[src/rtl/mem_arbiter.sv]
// Two-master (fetch / load-store) to one-slave pipelined Wishbone arbiter, ownership held per cyc.
// Define MEM_ARBITER_ROUND_ROBIN_EN to alternate winners on simultaneous requests instead of using LS_PRIORITY.
module mem_arbiter #(
  parameter bit LS_PRIORITY = 1'b1
) (
  input  logic        clk_i,
  input  logic        rst_i,
  input  logic [31:0] if_wb_adr_i,
  input  logic [31:0] if_wb_dat_i,
  input  logic        if_wb_we_i,
  input  logic [3:0]  if_wb_sel_i,
  input  logic        if_wb_stb_i,
  input  logic        if_wb_cyc_i,
  output logic [31:0] if_wb_dat_o,
  output logic        if_wb_ack_o,
  output logic        if_wb_stall_o,
  input  logic [31:0] ls_wb_adr_i,
  input  logic [31:0] ls_wb_dat_i,
  input  logic        ls_wb_we_i,
  input  logic [3:0]  ls_wb_sel_i,
  input  logic        ls_wb_stb_i,
  input  logic        ls_wb_cyc_i,
  output logic [31:0] ls_wb_dat_o,
  output logic        ls_wb_ack_o,
  output logic        ls_wb_stall_o,
  output logic [31:0] wb_adr_o,
  output logic [31:0] wb_dat_o,
  output logic        wb_we_o,
  output logic [3:0]  wb_sel_o,
  output logic        wb_stb_o,
  output logic        wb_cyc_o,
  input  logic [31:0] wb_dat_i,
  input  logic        wb_ack_i,
  input  logic        wb_stall_i
);

  localparam int NM   = 2;
  localparam int M_IF = 0;
  localparam int M_LS = 1;

  typedef enum logic [1:0] {
    IDLE     = 2'd0,
    GRANT_IF = 2'd1,
    GRANT_LS = 2'd2
  } state_t;

  state_t state_q, state_d;

  // Master-side buses gathered into arrays so the per-master muxing is one generate loop.
  logic [31:0]   m_adr [NM];
  logic [31:0]   m_dat [NM];
  logic [3:0]    m_sel [NM];
  logic [NM-1:0] m_we;
  logic [NM-1:0] m_stb;
  logic [NM-1:0] m_cyc;
  logic [NM-1:0] m_ack;
  logic [NM-1:0] m_stall;
  logic [NM-1:0] grant;

  assign m_adr[M_IF] = if_wb_adr_i;
  assign m_adr[M_LS] = ls_wb_adr_i;
  assign m_dat[M_IF] = if_wb_dat_i;
  assign m_dat[M_LS] = ls_wb_dat_i;
  assign m_sel[M_IF] = if_wb_sel_i;
  assign m_sel[M_LS] = ls_wb_sel_i;
  assign m_we        = {ls_wb_we_i,  if_wb_we_i};
  assign m_stb       = {ls_wb_stb_i, if_wb_stb_i};
  assign m_cyc       = {ls_wb_cyc_i, if_wb_cyc_i};

  assign grant[M_IF] = (state_q == GRANT_IF);
  assign grant[M_LS] = (state_q == GRANT_LS);

  logic ls_wins;

`ifdef MEM_ARBITER_ROUND_ROBIN_EN
  logic last_owner_q, last_owner_d;  // 1 = load/store owned the bus last

  assign ls_wins = ~last_owner_q;

  always_comb begin
    last_owner_d = last_owner_q;
    if ((state_q == IDLE) && (state_d != IDLE)) begin
      last_owner_d = (state_d == GRANT_LS);
    end
  end
`else
  assign ls_wins = LS_PRIORITY;
`endif

  always_comb begin
    state_d = state_q;
    case (state_q)
      IDLE: begin
        if (if_wb_cyc_i && ls_wb_cyc_i) begin
          state_d = ls_wins ? GRANT_LS : GRANT_IF;
        end else if (if_wb_cyc_i) begin
          state_d = GRANT_IF;
        end else if (ls_wb_cyc_i) begin
          state_d = GRANT_LS;
        end
      end
      GRANT_IF: if (!if_wb_cyc_i) state_d = IDLE;
      GRANT_LS: if (!ls_wb_cyc_i) state_d = IDLE;
      default:  state_d = IDLE;
    endcase
  end

  always_ff @(posedge clk_i) begin
    if (rst_i) begin
      state_q <= IDLE;
`ifdef MEM_ARBITER_ROUND_ROBIN_EN
      last_owner_q <= 1'b0;
`endif
    end else begin
      state_q <= state_d;
`ifdef MEM_ARBITER_ROUND_ROBIN_EN
      last_owner_q <= last_owner_d;
`endif
    end
  end

  logic [31:0]   adr_term [NM];
  logic [31:0]   dat_term [NM];
  logic [3:0]    sel_term [NM];
  logic [NM-1:0] we_term;
  logic [NM-1:0] stb_term;
  logic [NM-1:0] cyc_term;

  genvar gi;
  generate
    for (gi = 0; gi < NM; gi++) begin : g_master
      assign adr_term[gi] = grant[gi] ? m_adr[gi] : 32'd0;
      assign dat_term[gi] = grant[gi] ? m_dat[gi] : 32'd0;
      assign sel_term[gi] = grant[gi] ? m_sel[gi] : 4'd0;
      assign we_term[gi]  = grant[gi] & m_we[gi];
      // stb is qualified by cyc so the releasing cycle never leaks a strobe.
      assign cyc_term[gi] = grant[gi] & m_cyc[gi];
      assign stb_term[gi] = grant[gi] & m_cyc[gi] & m_stb[gi];
      assign m_ack[gi]    = grant[gi] & wb_ack_i;
      assign m_stall[gi]  = ~grant[gi] | wb_stall_i;
    end
  endgenerate

  assign wb_adr_o = adr_term[M_IF] | adr_term[M_LS];
  assign wb_dat_o = dat_term[M_IF] | dat_term[M_LS];
  assign wb_sel_o = sel_term[M_IF] | sel_term[M_LS];
  assign wb_we_o  = |we_term;
  assign wb_stb_o = |stb_term;
  assign wb_cyc_o = |cyc_term;

  assign if_wb_ack_o   = m_ack[M_IF];
  assign ls_wb_ack_o   = m_ack[M_LS];
  assign if_wb_stall_o = m_stall[M_IF];
  assign ls_wb_stall_o = m_stall[M_LS];

  // Read data is broadcast; each master qualifies it with its own ack.
  assign if_wb_dat_o = wb_dat_i;
  assign ls_wb_dat_o = wb_dat_i;

endmodule

[config.mk]
export PLATFORM = sky130hd
export DESIGN_NAME = mem_arbiter
export DESIGN_NICKNAME = d
export VERILOG_FILES = /design/src/rtl/mem_arbiter.sv
export SDC_FILE = /design/constraint.sdc
export NUM_CORES = 1
export LEC_CHECK = 0
export BUFFER_PORTS_ARGS = -buffer_cell sky130_fd_sc_hd__buf_2
export CORE_AREA = 2 2 122 124
export DETAILED_ROUTE_END_ITERATION = 12
export DIE_AREA = 0 0 124 126
export SYNTH_ARGS = -nofsm -noshare
export SYNTH_HDL_FRONTEND = slang
export SYNTH_SLANG_ARGS = --single-unit
[constraint.sdc]
create_clock -name clk_i -period 1.1 [get_ports clk_i]
set_input_delay 0.055 -clock clk_i [delete_from_list [all_inputs] [get_ports clk_i]]
set_output_delay 0.055 -clock clk_i [all_outputs]
set_load 0.005 [all_outputs]
=== Yosys cells after proc, flatten, opt, wreduce, memory -nomap -nowiden ===
Index checks and enable logic that the tools add are counted.

* Flip-flop bits (word level): 2
* Input port bits: 178
* Output and inout port bits: 139
* Logic and storage cells: 39

* Eq/ne operators: 5
* Mux-type cells: 12
* Bitwise operators: 15
* Reduce and logical (&&, ||, !) cells: 6

{| class="wikitable"
|+ Operator list
! cell !! count
|-
| 2-to-1 mux 32 bit || 4
|-
| bitwise OR 32 bit || 2
|-
| 2-to-1 mux 2 bit || 5
|-
| bitwise AND 1 bit || 8
|-
| 2-to-1 mux 4 bit || 2
|-
| one-hot mux 2 bit (3 select lines) || 1
|-
| OR reduction 2 bit || 3
|-
| inequality test 2 bit (second input constant) || 2
|-
| inequality test 4 bit (second input constant) || 1
|-
| bitwise OR 4 bit || 1
|-
| AND reduction 3 bit || 1
|-
| equality test 2 x 1 -> 1 bit (second input constant) || 1
|-
| equality test 2 bit (second input constant) || 1
|-
| zero test 2 bit || 1
|-
| inverter 1 bit || 2
|-
| bitwise OR 1 bit || 2
|-
| logical AND 1 bit || 1
|}

=== Longest topological paths before layout ===
Gate-level depths: netlist of the first run.

* Depth in word-level cells: 4
* Gate-level depth with buffers: 4
* Mapped depth without buffers: 2

=== Worst setup path before layout of the first run ===
OpenSTA, ideal clock, no wires.

* Path kind: reg-to-output
* From: reg state_q[1]
* To: out wb_adr_o[10]
* Arrival: 993 ps
* Data required time: 1,045 ps
* Setup slack: 52 ps
* Cell stages (with the launch flop): 5
* Buffers on the path: 2
* Path through: dfxtp_1 > and2b_1 > buf_6 > buf_4 > a22o_1

* Longest elaborated chain between the ends: 3
* Elaborated cells on any way between the ends: 5
* Classes of those cells: 2 x eq/ne; 2 x mux; 1 x bitwise

{| class="wikitable"
|+ Ends and longest elaborated chain
! element !! line !! text
|-
| from (decl) || 47 || <nowiki>state_t state_q, state_d;</nowiki>
|-
| from (signal assigned) || 115 || <nowiki>state_q <= state_d;</nowiki>
|-
| equality test 2 x 1 -> 1 bit or equality test 2 bit (tied branches) || 70, 71 ||
|-
| 2-to-1 mux 32 bit || 132 || <nowiki>assign adr_term[gi] = grant[gi] ? m_adr[gi] : 32'd0;</nowiki>
|-
| bitwise OR 32 bit (*) || 144 || <nowiki>assign wb_adr_o = adr_term[M_IF] | adr_term[M_LS];</nowiki>
|-
| to (decl) || 26 || <nowiki>output logic [31:0] wb_adr_o,</nowiki>
|}

Mark *: on every way between the ends. The rest lies on a longest branch, timed or not.

=== Final worst setup path of the first run ===
* From: reg state_q[1]
* To: out wb_adr_o[8]

The elaborated chain is that of the path after synthesis.

==> results of run 1 <==
[layer usage]
layer,GRT usage,vias up
li1,-,901
met1,0.102,874
met2,0.165,139
met3,0.0104,19
met4,0.0284,0
met5,0,-
[what timing repair did]
action	in CTS	in global routing
gates resized for setup	14	6
cloned	6	3
hold buffers	0	0
pin swaps	2	1
endpoints found under the setup margin	75	75
setup buffers	6	2
[metrics by stage]
stage          hold slack (ns)  utilization
2_1_floorplan            0.127            -
3_3_place_gp             0.110        0.152
5_1_grt                 0.0149        0.183
3_5_place_dp             0.110        0.152
4_1_cts                0.00384        0.175
6_report               0.00633        0.183
[worst reg2reg max path: stages (launching register included)]
cell and delay [ns]:
dfxtp_2 0.31, buf_4 0.14, nand2b_4 0.14, nor3_1 0.18
[worst min path at each step]
stage | startpoint | end | slack (ns) | cells past startpoint
global route | rst_i | state_q[1] | 0.01 | 2
floorplan | rst_i | state_q[1] | 0.13 | 1
finish | rst_i | state_q[1] | 0.006 | 2
CTS | rst_i | state_q[1] | 0.004 | 2
global placement | wb_dat_i[24] | if_wb_dat_o[24] | 0.11 | 0
detailed placement | wb_dat_i[24] | if_wb_dat_o[24] | 0.11 | 0
[cell usage in the layout, fill, tap and decap left out, drive strengths merged, types with 2 or more instances in the layout]
master / count
buf: 239
a22o: 69
clkbuf: 6
nand2b: 3
nor2b: 3
nand2: 2
and2: 2
dfxtp: 2
[cell families (layout without fill, tap and decap cells)]
kind of cell / Yosys count / after routing / share of synthesized area
buffers and inverters: 80 / 245 / 0.470
AO/OA/AOI/OAI: 70 / 70 / 0.440
AND/OR/NAND/NOR: 13 / 13 / 0.0541
flip-flops: 2 / 2 / 0.0288
multiplexers: 1 / 1 / 0.00721
[power breakdown]
part | switching [mW] | internal [mW] | total [mW]
logic | 0.357 | 0.561 | 0.918
registers | 0.00371 | 0.0762 | 0.0799
clock network | 0.0831 | 0.463 | 0.546
[area by class of cell]
cell class | count | area (um2)
fill | 1628 | 11700
timing repair buffer | 242 | 1540
multi-input combinational | 84 | 729
tap | 184 | 230
clock buffer | 3 | 75.1
sequential | 2 | 45.0
==> impl_metrics.py, run 1 <==
metrics = {
    "clock_network": {
        "clk_path_buf_depth": 2,
        "cts_max_level": 1,
        "numCtsBuffers": 3,
        "clkTransAtPathRegs_ns": 0.03,
        "clk_latency_ns": 0.22,
        "clock_sinks": 2,
        "tritoncts": "done",
        "clockRootBuffer": "clkbuf_16",
    },
    "worst_setup_path": {
        "worstSetupStartpoint": "state_q[1]",
        "cp-endpoint": "wb_adr_o[8]",
        "cp_max_fo": 6,
        "path_cells": "and2b_4, buf_4, clkbuf_16, a22o_1, buf_2",
        "crit_arrival_ns": 1.39,
        "path_class": "reg2out",
        "reg2reg_depth": 3,
        "crit_cells": 5,
        "r2r_end": "state_q[0]",
        "crit_family": "buffers and inverters",
        "max_stage_delay_ns": 0.32,
        "critical-path-slowest-cell": "dfxtp_2",
        "crit_path_start_kind": "flop",
        "worstReg2RegStart": "state_q[1]",
        "cp.buffers_inverters": 3,
        "rrSetupSlack_ns": 0.23,
        "required_ns": 1.04,
        "endpoint_kind": "output port",
    },
    "routing": {
        "routedWlPerCell_um": 15.5,
        "drcViolationCount": 0,
        "antenna_left": 0,
        "wl_met1_mm": 3.10,
        "highest_layer": "met4",
        "viasPerCell": 3.75,
        "drt-initial-drc-count": 40,
        "wl_mm": 8.00,
        "drt_pass1_iterations": 4,
        "vias": 1933,
        "wl_met3_um": 588,
        "route.met2.wl_mm": 4.13,
    },
    "timing": {
        "skew_ns": 0.000322,
        "tns_ns": -20.93,
        "hold_viol": 0,
        "tightest_slew_ns": 0.171,
        "timing.final.crit_share": 1.31,
        "slew_headroom": 0.885,
        "setup_viol": 75,
        "drv_slew": 0,
        "fin_ws_ns": -0.341,
        "min_period_ns": 1.44,
        "grt_setup_unrepaired": "yes",
        "fmax_mhz": 694,
    },
    "flow_run": {
        "cap_viol_max_count": 0,
    },
    "placement": {
        "dpl_worst_slack_ns": -0.0971,
        "hpwl_mm": 5.79,
        "dp.cells": 496,
        "port_buffers": 220,
        "placed_cell_area_um2": 2170,
        "place_congestion": 0.814,
    },
    "layout": {
        "antenna_cells": 0,
        "area_delta_synth_final_pct": 88.7,
        "stdcell_area_um2": 2620,
        "regMostFlops": "state_q",
        "fin_cells": 515,
        "drive_gt1_frac": 0.764,
        "nNetsFinal": 511,
        "largest_reg_flops": 2,
        "top_regs": "state_q: 2 flops",
    },
    "run_status": {
        "status": "complete, but fails checks",
        "failed_checks": "negative setup slack",
    },
    "global_routing": {
        "overflow": 0,
        "grt_antenna_before_repair": 0,
        "grt_max_degree": 27,
        "grt_pass1_wl_mm": 10.1,
        "grt_pass1_vias": 1823,
        "track_usage": 0.0881,
    },
    "yosys": {
        "synth_most_common_cell": "a22o_1",
        "yosys-top-cells-count": "a22o_1, buf_4, buf_6",
        "synthDistinctLibCells": 13,
        "synth_top_area_cell": "a22o_1",
        "netlist_area_um2": 1390,
        "synthArstFlopShare": 0,
        "ys_warn_count": 0,
        "ys_seq_elements": 2,
        "synthTopCellsByArea": "a22o_1, buf_4, buf_6",
        "synth_seq_area_share": 0.0288,
        "synth-edff-count": 0,
        "syn_inst": 166,
        "synth.top_cell.area_share": 0.435,
        "syn-num-nets": 344,
        "synth_flop_cell": "dfxtp_1",
        "avgSynthCellArea_um2": 8.37,
    },
    "pwr": {
        "peakVddDrop_uv": 668,
        "power_density_nw_per_um2": 589,
        "p_leak_nw": 1.49,
        "p_total_mw": 1.54,
    },
    "worst_hold_path": {
        "hp-class": "in2reg",
    },
    "die": {
        "rows": 44,
        "die_y_um": 126,
        "pin_count": 317,
        "die_x_um": 124,
        "die-area_um2": 15600,
        "initial_utilization": 0.0970,
        "core_area_um2": 14300,
    },
}
Power figures use the tool's default switching activity.
==> run 2, diff against run 1 <==
==> constraint.sdc (replaced) <==
create_clock -name clk_i -period 1.4 [get_ports clk_i]
set_input_delay 0.07 -clock clk_i [delete_from_list [all_inputs] [get_ports clk_i]]
set_output_delay 0.07 -clock clk_i [all_outputs]
set_load 0.005 [all_outputs]
==> run 2 against run 1 <==
- the run still ends with negative setup slack left
- global-route usage down 1.0 points
- critical path depth is the same
- combinational power fell by 29%
- utilization is 1.2 points lower
- cell area shrank 6.5%
- non-clock buffer count fell by 5
- hold slack better by 0.0077 ns
- clock skew about the same
- clock-buffer cell count did not move
- clock power decreased by 21%
- critical endpoint is now wb_dat_o[28]
==> impl_metrics.py, run 2 (synthesis gave the netlist of run 1 again) <==
metrics = {
    "timing": {
        "grt_setup_unrepaired": "yes",
        "fmax_mhz": 694,
        "timing.final.crit_share": 1.03,
        "drv_slew": 0,
        "hold_viol": 0,
        "min_period_ns": 1.44,
        "skew_ns": 0.000366,
        "setup_viol": 46,
        "tightest_slew_ns": 0.203,
        "slew_headroom": 0.865,
        "fin_ws_ns": -0.0408,
    },
    "worst_setup_path": {
        "critical-path-slowest-cell": "dfxtp_2",
        "cp_max_fo": 6,
        "crit_family": "buffers and inverters",
        "path_cells": "and2b_4, buf_12, clkbuf_16, a22o_1, buf_2",
        "crit_arrival_ns": 1.37,
        "r2r_end": "state_q[0]",
        "worstSetupStartpoint": "state_q[1]",
        "path_class": "reg2out",
        "endpoint_kind": "output port",
        "reg2reg_depth": 3,
        "crit_path_start_kind": "flop",
        "rrSetupSlack_ns": 0.54,
        "worstReg2RegStart": "state_q[1]",
        "cp.buffers_inverters": 3,
        "required_ns": 1.33,
        "max_stage_delay_ns": 0.32,
    },
    "clock_network": {
        "clock_sinks": 2,
        "tritoncts": "done",
        "clk_path_buf_depth": 2,
        "cts-hold-fix-buffers": 0,
        "clockRootBuffer": "clkbuf_16",
        "clk_latency_ns": 0.22,
        "numCtsBuffers": 3,
        "cts_max_level": 1,
        "clkTransAtPathRegs_ns": 0.03,
    },
    "global_routing": {
        "grt_pass1_wl_mm": 9.15,
        "track_usage": 0.0781,
        "grt_pass1_vias": 1725,
        "grt_antenna_before_repair": 0,
        "top_usage_layer": "met2",
        "grt_util_met1": 0.0857,
        "grtUsageMet2": 0.152,
        "grt_max_degree": 46,
        "overflow": 0,
        "gr-usage-met3": 0.0104,
    },
    "routing": {
        "routedWlPerCell_um": 15.2,
        "drcViolationCount": 0,
        "antenna_left": 0,
        "drt_pass1_iterations": 4,
        "wl_mm": 7.75,
        "viasPerCell": 3.75,
        "drt-initial-drc-count": 45,
        "vias": 1912,
    },
    "worst_hold_path": {
        "hp-class": "in2reg",
        "hold_end": "state_q[1]",
        "hp-start": "rst_i",
        "worstHoldPathCells": 2,
    },
    "layout": {
        "regMostFlops": "state_q",
        "register_area_um2": 42.5,
        "nNetsFinal": 506,
        "multi_input_area_um2": 706,
        "antenna_cells": 0,
        "final_common_cell": "buf_2",
        "drive_gt1_frac": 0.748,
        "fin_util": 0.171,
        "fin_cells": 510,
        "area_delta_synth_final_pct": 76.4,
        "fillers": 1662,
        "largest_reg_flops": 2,
        "final_cell_mix": "buf_2, a22o_1, clkbuf_16",
        "top_regs": "state_q: 2 flops",
    },
    "placement": {
        "dp.cells": 495,
        "hpwl_mm": 5.78,
        "place_congestion": 0.837,
        "port_buffers": 220,
    },
    "pwr": {
        "seq_power_share": 0.056,
        "switching_share": 0.291,
        "share_comb_of_total_power": 0.569,
        "pwr-share-clk": 0.376,
        "power_density_nw_per_um2": 468,
        "internal_power_mw": 0.814,
        "p_leak_nw": 1.41,
        "peakVddDrop_uv": 652,
        "p_total_mw": 1.15,
        "p_sw_mw": 0.333,
    },
    "die": {
        "pin_count": 317,
        "core_area_um2": 14300,
        "initial_utilization": 0.0970,
        "rows": 44,
        "die-area_um2": 15600,
        "die_y_um": 126,
        "die_x_um": 124,
    },
    "run_status": {
        "status": "complete, but fails checks",
        "failed_checks": "negative setup slack",
    },
    "flow_run": {
        "cap_viol_max_count": 0,
    },
}
[run 2: cell count changes in the layout (fill, tap and decap cells not counted), moves of 2 or more]
cell	before	now
buf_16	6	1
buf_2	218	220
buf_6	4	2
nand2b_1	1	3
nand2b_4	2	0
[run 2: metrics by stage]
stage	hold WS, ns	instance area (um2)	worst slack [ns]	setup TNS, ns
after floorplan	0.142	1390	0.337	0
after global placement	0.140	2160	0.164	0
after detailed placement	0.140	2160	0.155	0
after CTS	0.0118	2270	-0.0603	-0.432
after global routing	0.0253	2450	-0.0800	-3.24
final	0.0140	2450	-0.0408	-0.784
[run 2: routing by layer]
layer  share of wire  vias to the layer above
li1                -                      888
met5               0                        -
met1            0.38                      842
met3           0.091                       17
met2            0.51                      165
met4           0.018                        0
[run 2: power by group through the flow]
stage,Combinational (mW),Sequential [mW],Clock (mW)
finish,0.652,0.0638,0.431
global route,0.712,0.0641,0.449
CTS,0.602,0.0646,0.438
detailed placement,0.588,0.0645,0
global placement,0.587,0.0643,0
floorplan,0.391,0.0640,0
[run 2: worst max-delay path by stage]
stage                   endpoint  slack [ns]  cells after the start
floorplan           wb_adr_o[10]        0.34                      4
global placement     wb_sel_o[2]        0.16                      4
detailed placement   wb_sel_o[2]        0.15                      4
CTS                  wb_sel_o[2]       -0.06                      4
global route        wb_dat_o[28]       -0.08                      5
finish              wb_dat_o[28]       -0.04                      5
[run 2: final cells by class]
type	instances	area share
well taps	184	0.0940
clock buffers	3	0.0306
flip-flops and latches	2	0.0174
multi-input cells	84	0.288
repair buffers	237	0.570
[run 2: repair_timing]
action | in CTS | in global routing
setup buffers | 0 | 5
gates resized for setup | 4 | 2
pin swaps | 9 | 6
endpoints found under the setup margin | 70 | 71
gates cloned | 1 | 6
==> run 3, diff against run 2 <==
--- a/config.mk
+++ b/config.mk
@@ -9,6 +9,8 @@
 export CORE_AREA = 2 2 122 124
 export DETAILED_ROUTE_END_ITERATION = 12
 export DIE_AREA = 0 0 124 126
+export HOLD_SLACK_MARGIN = 0.15
+export SETUP_SLACK_MARGIN = 0.15
 export SYNTH_ARGS = -nofsm -noshare
 export SYNTH_HDL_FRONTEND = slang
 export SYNTH_SLANG_ARGS = --single-unit
==> run 3 against run 2 <==
- the flow still finishes with violations (negative setup slack)
- sequential power about the same
- cell area up 19%
- global-route usage up 1.3 points
- sequential cell count unchanged
- combinational power up 25%
- final cell count up 7.1%
- via count up 8.3%
- wire length up 5.0%
- largest cell class unchanged
==> impl_metrics.py, run 3 (synthesis gave the netlist of run 1 again) <==
metrics = {
    "timing": {
        "tns_ns": -0.794,
        "drv_slew": 0,
        "slew_headroom": 0.879,
        "fmax_mhz": 687,
        "setup_viol": 43,
        "min_period_ns": 1.46,
        "skew_ns": 0.00103,
        "timing.final.crit_share": 1.04,
        "grt_setup_unrepaired": "yes",
        "hold_viol": 0,
        "fin_ws_ns": -0.0561,
        "tightest_slew_ns": 0.182,
        "whs_ns": 0.193,
    },
    "worst_setup_path": {
        "reg2reg_depth": 3,
        "worstReg2RegStart": "state_q[1]",
        "r2r_end": "state_q[0]",
        "path_class": "reg2out",
        "worstSetupStartpoint": "state_q[1]",
        "rrSetupSlack_ns": 0.58,
        "cp.buffers_inverters": 2,
        "path_cells": "and2b_4, buf_12, a22o_1, buf_2",
        "crit_arrival_ns": 1.39,
        "endpoint_kind": "output port",
        "required_ns": 1.33,
        "crit_family": "simple AND/OR/NAND/NOR gates",
        "max_stage_delay_ns": 0.34,
        "crit_path_start_kind": "flop",
        "critical-path-slowest-cell": "and2b_4",
        "cp_max_fo": 23,
    },
    "clock_network": {
        "clkTransAtPathRegs_ns": 0.03,
        "clk_latency_ns": 0.22,
        "clock_sinks": 2,
        "cts_max_level": 1,
        "tritoncts": "done",
        "clockRootBuffer": "clkbuf_16",
        "clk_path_buf_depth": 2,
        "numCtsBuffers": 3,
    },
    "routing": {
        "drt-initial-drc-count": 64,
        "drt_pass1_iterations": 4,
        "vias": 2071,
        "wl_mm": 8.14,
        "drcViolationCount": 0,
        "routedWlPerCell_um": 14.9,
        "viasPerCell": 3.79,
        "antenna_left": 0,
    },
    "pwr": {
        "peakVddDrop_uv": 654,
        "switching_share": 0.301,
        "p_leak_nw": 1.60,
        "share_comb_of_total_power": 0.622,
        "power_density_nw_per_um2": 452,
        "internal_power_mw": 0.918,
        "p_sw_mw": 0.395,
        "seq_power_share": 0.049,
        "pwr-share-clk": 0.329,
    },
    "global_routing": {
        "track_usage": 0.0915,
        "grt_pass1_vias": 1962,
        "grt_pass1_wl_mm": 10.6,
        "grt_antenna_before_repair": 0,
        "overflow": 0,
        "grt_max_degree": 27,
    },
    "flow_run": {
        "cap_viol_max_count": 0,
    },
    "die": {
        "core_area_um2": 14300,
        "die_x_um": 124,
        "die_y_um": 126,
        "pin_count": 317,
        "die-area_um2": 15600,
        "initial_utilization": 0.0970,
        "rows": 44,
    },
    "layout": {
        "largest_reg_flops": 2,
        "nNetsFinal": 542,
        "final_common_cell": "buf_2",
        "top_regs": "state_q: 2 flops",
        "antenna_cells": 0,
        "register_area_um2": 42.5,
        "fillers": 1612,
        "area_delta_synth_final_pct": 109,
        "drive_gt1_frac": 0.693,
        "regMostFlops": "state_q",
        "final_cell_mix": "buf_2, a22o_1, dlygate4sd3_1",
        "multi_input_area_um2": 732,
    },
    "placement": {
        "place_congestion": 0.837,
        "port_buffers": 220,
        "hpwl_mm": 5.78,
    },
    "run_status": {
        "status": "complete, but fails checks",
        "failed_checks": "negative setup slack",
    },
    "worst_hold_path": {
        "hold_end": "state_q[0]",
        "hp-class": "in2reg",
        "worstHoldPathCells": 3,
        "hp-start": "ls_wb_cyc_i",
    },
}
## run 3: worst max-delay path by stage
stage              endpoint  slack [ns]  cells after the start
6_report        wb_sel_o[2]       -0.06                      4
5_1_grt         wb_dat_o[1]       -0.12                      5
4_1_cts         wb_sel_o[2]       -0.05                      4
3_5_place_dp    wb_sel_o[2]        0.15                      4
3_3_place_gp    wb_sel_o[2]        0.16                      4
2_1_floorplan  wb_adr_o[10]        0.34                      4
## run 3: metrics by stage
| step | util | std cells | instance area, um2 | worst slack, ns | power [mW] |
|---|---|---|---|---|---|
| after floorplan | - | 166 | 1390 | 0.337 | 0.455 |
| after detailed placement | 0.151 | 495 | 2160 | 0.155 | 0.652 |
| after global routing | 0.203 | 546 | 2910 | -0.116 | 1.40 |
| after CTS | 0.199 | 545 | 2840 | -0.0548 | 1.30 |
| after global placement | 0.151 | 495 | 2160 | 0.164 | 0.652 |
| final | 0.203 | 546 | 2910 | -0.0561 | 1.31 |
## run 3: cell type report
type                            instances  area share
Timing Repair Buffer                  273       0.628
Multi-Input combinational cell         84       0.252
Tap cell                              184      0.0792
Clock buffer                            3      0.0258
Sequential cell                         2      0.0146
## run 3: repair_timing
item / CTS / global route
buffers inserted: 7 / 0
setup endpoints to repair: 73 / 74
cloned: 7 / 0
pin swaps: 1 / 4
hold endpoints to repair: 66 / 1
hold buffers: 33 / 1
resized for setup: 10 / 10
## run 3: power groups by stage
stage                     registers (mW)  logic, mW  clock network (mW)
after floorplan                   0.0640      0.391                   0
after global placement            0.0643      0.587                   0
after detailed placement          0.0645      0.588                   0
after CTS                         0.0639      0.802               0.438
after global routing              0.0645      0.887               0.449
final                             0.0640      0.817               0.433
## run 3: worst reg2reg max path, stage by stage (launching register included)
cell and delay, ns:
dfxtp_2 0.31, buf_4 0.13, nand2b_4 0.14, nor3_1 0.15
## run 3: per-layer routing
metal	part of all wire	GRT usage	vias up
li1	-	-	958
met1	0.38	0.105	936
met2	0.53	0.180	171
met3	0.079	0.00815	6
met4	0.0084	0.0185	0
met5	0	0	-
